--- src/rtl/fifo_pkg.sv ---
// Shared types and constants for the FIFO read-side drain stage.
package fifo_pkg;

  localparam int D_WIDTH_DEF = 8;
  localparam int SKID_DEPTH  = 2;

  typedef enum logic [1:0] {
    OCC_EMPTY = 2'd0,
    OCC_ONE   = 2'd1,
    OCC_TWO   = 2'd2
  } occ_t;

endpackage

--- src/rtl/skid_buf2.sv ---
// Two-entry skid buffer: head register drives the stream, tail absorbs one extra word.
module skid_buf2
  import fifo_pkg::*;
#(
  parameter int D_WIDTH = D_WIDTH_DEF
) (
  input  logic               clk,
  input  logic               reset,
  input  logic               load,
  input  logic [D_WIDTH-1:0] load_data,
  input  logic               pop,
  output occ_t               occupancy,
  output logic [D_WIDTH-1:0] head
);

  logic [D_WIDTH-1:0] tail;
  logic               pop_v;
  logic               empty_after_pop;
  occ_t               occ_n;

  assign pop_v           = pop & (occupancy != OCC_EMPTY);
  assign empty_after_pop = (occupancy == OCC_EMPTY) | ((occupancy == OCC_ONE) & pop_v);

  always_comb begin
    occ_n = occupancy;
    case ({load, pop_v})
      2'b10:   occ_n = (occupancy == OCC_EMPTY) ? OCC_ONE : OCC_TWO;
      2'b01:   occ_n = (occupancy == OCC_TWO) ? OCC_ONE : OCC_EMPTY;
      default: occ_n = occupancy;
    endcase
  end

  // A load while TWO is also popping cannot occur: the upstream credit check reserves the slot.
  always_ff @(posedge clk or negedge reset) begin
    if (!reset) begin
      occupancy <= OCC_EMPTY;
      head      <= '0;
      tail      <= '0;
    end else begin
      occupancy <= occ_n;
      if (pop_v && (occupancy == OCC_TWO)) head <= tail;
      if (load) begin
        if (empty_after_pop) head <= load_data;
        else                 tail <= load_data;
      end
    end
  end

endmodule

--- src/rtl/fifo_rd_stream.sv ---
// Drains fifo_ctrl + RAM into a valid/ready stream through a 2-entry skid buffer.
// Define FIFO_RD_STREAM_CNT_EN to enable the wrapping out_count transfer counter.
module fifo_rd_stream
  import fifo_pkg::*;
#(
  parameter int D_WIDTH   = D_WIDTH_DEF,
  parameter int CNT_WIDTH = 16
) (
  input  logic                 clk,
  input  logic                 reset,
  input  logic                 empty,
  input  logic [D_WIDTH-1:0]   r_data,
  output logic                 rd,
  output logic [D_WIDTH-1:0]   out_data,
  output logic                 out_valid,
  input  logic                 out_ready,
  output logic [CNT_WIDTH-1:0] out_count
);

  // Stream handshake: a word transfers on a rising edge where out_valid and out_ready
  // are both 1; out_valid/out_data never change while out_valid=1 and out_ready=0.

  occ_t       occupancy;
  logic [1:0] occ_bits;
  logic       inflight;
  logic       pop;
  logic [2:0] credit_used;

  assign occ_bits    = occupancy;
  assign pop         = out_valid & out_ready;
  assign out_valid   = (occupancy != OCC_EMPTY);
  // Slots already claimed after this cycle's pop: buffered words plus the word still in the RAM.
  assign credit_used = {1'b0, occ_bits} + {2'b00, inflight} - {2'b00, pop};
  assign rd          = reset & ~empty & (credit_used < 3'(SKID_DEPTH));

  always_ff @(posedge clk or negedge reset) begin
    if (!reset) inflight <= 1'b0;
    else        inflight <= rd;
  end

  skid_buf2 #(.D_WIDTH(D_WIDTH)) u_skid (
    .clk       (clk),
    .reset     (reset),
    .load      (inflight),
    .load_data (r_data),
    .pop       (pop),
    .occupancy (occupancy),
    .head      (out_data)
  );

`ifdef FIFO_RD_STREAM_CNT_EN
  always_ff @(posedge clk or negedge reset) begin
    if (!reset)   out_count <= '0;
    else if (pop) out_count <= out_count + 1'b1;
  end
`else
  assign out_count = '0;
`endif

endmodule

--- config.mk ---
export PLATFORM = sky130hd
export DESIGN_NAME = fifo_rd_stream
export DESIGN_NICKNAME = d
export VERILOG_FILES = /design/src/rtl/fifo_pkg.sv /design/src/rtl/skid_buf2.sv /design/src/rtl/fifo_rd_stream.sv
export SDC_FILE = /design/constraint.sdc
export NUM_CORES = 1
export LEC_CHECK = 0
export ABC_AREA = 0
export CAP_MARGIN = 5
export CORE_ASPECT_RATIO = 0.6
export CORE_MARGIN = 4
export CORE_UTILIZATION = 42
export CTS_BUF_LIST = sky130_fd_sc_hd__clkbuf_8
export CTS_CLUSTER_DIAMETER = 200
export CTS_CLUSTER_SIZE = 40
export DETAILED_ROUTE_END_ITERATION = 10
export GPL_ROUTABILITY_DRIVEN = 0
export PLACE_DENSITY_LB_ADDON = 0.05
export RECOVER_POWER = 25
export SYNTH_ARGS = -nofsm -noshare
export SYNTH_HDL_FRONTEND = slang
export SYNTH_SLANG_ARGS = --single-unit
export TNS_END_PERCENT = 100
--- constraint.sdc ---
create_clock -name clk -period 2.6 [get_ports clk]
set_input_delay 0.65 -clock clk [delete_from_list [all_inputs] [get_ports clk]]
set_output_delay 0.65 -clock clk [all_outputs]
set_load 0.01 [all_outputs]
==> flow_summary_export.csv <==
group,metric,value,unit
setup_path,startpoint,"u_skid.occupancy[1]$_DFFE_PN0P_",
min_path,holdCritStartpoint,"u_skid.tail[0]$_DFFE_PN0P_",
sta,worst_pin_slew,1.02,ns
yosys,yosysMostFrequentCell,"dfrtp_1",
sta,rsz0062_at_grt,"true",
yosys,netlist_area,1080,sq um
drt,vias,656,
yosys,synth_warnings,0,
die,num_io_pins,38,
drt,drc,0,
clock_network,cts_tree,"built",
yosys,syn_area_per_cell,13.0,sq um
min_path,hold_class,"flip-flop to flip-flop",
finish,layout-drive-gt1-share,40.9,%
yosys,synth-edff-count,0,
clock_network,cts_buffers,3,
global_route,antenna_found_initial,0,
yosys,async_reset_ff_share,100,%
sta,layout_setup_ws,-0.390,ns
sta,setup_viol,1,
sta,fin_crit,2.99,ns
yosys,yosys-top-cells-area,"dfrtp_1, mux2_2, buf_4",
setup_path,crit_path_max_fanout,2,
drt,viasPerCell,4.52,
power,ir_drop,0.512,mV
setup_path,critPathLaunchType,"flip-flop",
finish,diodes,0,
yosys,syn_inst,83,
yosys,ys_types,23,
sta,fin_crit_sh,115,%
clock_network,clkSinkCount,19,
sta,hold_viol,0,
yosys,synthFlopType,"dfrtp_1",
die,die_h,47.3,um
global_route,grt_pass1_vias,687,
outcome,status,"complete, but fails checks",
die,coreArea,2310,sq um
sta,fin_setup_tns,-0.390,ns
finish,final_util,60.5,%
clock_network,cts_max_path_buffers,2,
power,p_leak,0.672,nW
yosys,ys_ff_latch,19,
global_route,grt_max_degree,20,
setup_path,timing.rr.start,"u_skid.occupancy[1]$_DFFE_PN0P_",
setup_path,worstSetupPathType,"flip-flop to primary output",
drt,dr.pass1.iters,2,
drt,routed_wl,1840,um
job,cap_violations,0,
drt,final_antenna_net_count,0,
setup_path,crit_arrival,2.34,ns
die,die_width,73.5,um
power,p_per_area,1080,nW/um^2
finish,area_delta_synth_final,29.0,%
yosys,ys_seq_area_share,43.9,%
setup_path,crit_required,1.95,ns
die,start_util,46.9,%
yosys,netlist.area_leader.share,43.9,%
clock_network,clkSlewWorstSetupHoldPaths,0.07,ns
sta,fmaxAchievable,334,MHz
place,dp_hpwl,1420,um
sta,slew_headroom,32.1,%
yosys,yosys.area.top_type,"dfrtp_1",
clock_network,htree_levels,1,
global_route,grt_overflow_total,0,
sta,fin_worst_skew,0.00127,ns
global_route,grt_pass1_wl,3220,um
clock_network,clkLatencyLatePin,0.25,ns
setup_path,end_kind,"primary output",
clock_network,cts-root-buf,"clkbuf_8",
global_route,grt_usage,12.5,%
drt,routedWlPerCell,12.7,um
finish,nets,131,
drt,drt_iter0_drc,14,
place,portBuffers,21,
yosys,synthTopCellsByCount,"dfrtp_1, buf_4, mux2_2, mux2_4, inv_1",
sta,drv_slew,0,
outcome,violations,"negative setup slack",
finish,fill_cells,188,
die,dieArea,3480,sq um
die,rows,13,
## state kept, by name, indices dropped and copies added, names as in the netlist
register          cells
inflight              1
u_skid.occupancy      2
u_skid.head           8
u_skid.tail           8
## placed cells by master (no fill, tap or decap)
cell             count
inv_1                4
clkdlybuf4s50_1     18
nor2b_1              1
buf_4                9
buf_2                1
ha_1                 1
or3_4                1
fa_2                 1
nand2_2              1
dfrtp_1             19
and2_4               1
dlygate4sd3_1        1
clkdlybuf4s15_1      1
mux2_4               8
or2b_1               1
mux2_2              16
nand3_1              1
clkbuf_1             1
o21ai_0              1
xor2_2               1
o21ai_2              1
clkbuf_8             3
nand3b_2             1
or2_4                1
xnor2_1              1
ha_4                 1
a21oi_1              2
conb_1              16
nor3_4               1
## per-layer routing
layer / wire length (um) / share of wire [%] / global-route usage (%)
met5: 0 / 0 / 0
met4: 0 / 0 / 1.08
met3: 157 / 8.5 / 5.34
met2: 839 / 46 / 19.7
met1: 844 / 46 / 16.9
## path summary, 6_finish.rpt
path | to | slack (ns) | depth (start not counted)
setup / recovery | rd | -0.39 | 8
hold / removal | u_skid.tail[0]$_DFFE_PN0P_ | 0.51 | 1
setup reg to reg | inflight$_DFF_PN0_ | 0.40 | 9
hold reg to reg | u_skid.tail[0]$_DFFE_PN0P_ | 0.51 | 1
max in group asynchronous | u_skid.tail[4]$_DFFE_PN0P_ | 0.83 | 2
min in group asynchronous | inflight$_DFF_PN0_ | 1.15 | 2
## critical path, cell delays in order (launching register included)
cell and delay [ns]:
dfrtp_1 0.38, or2_4 0.25, and2_4 0.15, ha_4 0.20, or2b_1 0.24, fa_2 0.38
xor2_2 0.16, nor3_4 0.18, buf_2 0.15
## report_power, final
group | switching (W) | internal, W
clock network | 0.0000912 | 0.000105
logic | 0.000309 | 0.000500
registers | 0.0000637 | 0.000432
total | 0.000464 | 0.00104
## cell families (layout without fill, tap and decap cells)
kind of cell | count (synthesis) | after routing | share of synthesized area (%)
AND/OR/NAND/NOR | 9 | 9 | 5.78
XOR/XNOR | 2 | 2 | 1.62
multiplexers | 24 | 24 | 27.7
other | 1 | 16 | 0.346
flip-flops | 19 | 19 | 43.9
buffers and inverters | 21 | 38 | 14.2
AO/OA/AOI/OAI | 4 | 4 | 2.20
adder cells (fa/ha/maj) | 3 | 3 | 4.16
## metrics by stage
stage | hold WS [ns] | setup slack [ns] | total power (W) | cells | instance area [sq um]
after floorplan | 0.354 | -0.194 | 0.00106 | 98 | 1180
after global placement | 0.484 | -1.06 | 0.00128 | 138 | 1340
after CTS | 0.506 | -0.468 | 0.00151 | 144 | 1390
after detailed placement | 0.490 | -1.09 | 0.00130 | 138 | 1340
after global routing | 0.527 | -0.481 | 0.00163 | 145 | 1400
final | 0.505 | -0.390 | 0.00150 | 145 | 1400
## area by class of cell
| class | count | area, sq um | area share [%] |
|---|---|---|---|
| Clock buffer | 3 | 41.3 | 2.96 |
| Clock inverter | 1 | 3.75 | 0.269 |
| Inverter | 3 | 11.3 | 0.806 |
| Multi-Input combinational cell | 58 | 551 | 39.4 |
| Sequential cell | 19 | 475 | 34.1 |
| Tap cell | 30 | 37.5 | 2.69 |
| Timing Repair Buffer | 31 | 277 | 19.8 |
## repair_timing
| action | in CTS | in global routing |
|---|---|---|
| resized for setup | 5 | 1 |
| setup buffers | 2 | 1 |
| pin swaps | 3 | 5 |
| setup endpoints to repair | 1 | 1 |
| hold buffers | 0 | 0 |
Power figures use the tool's default switching activity.
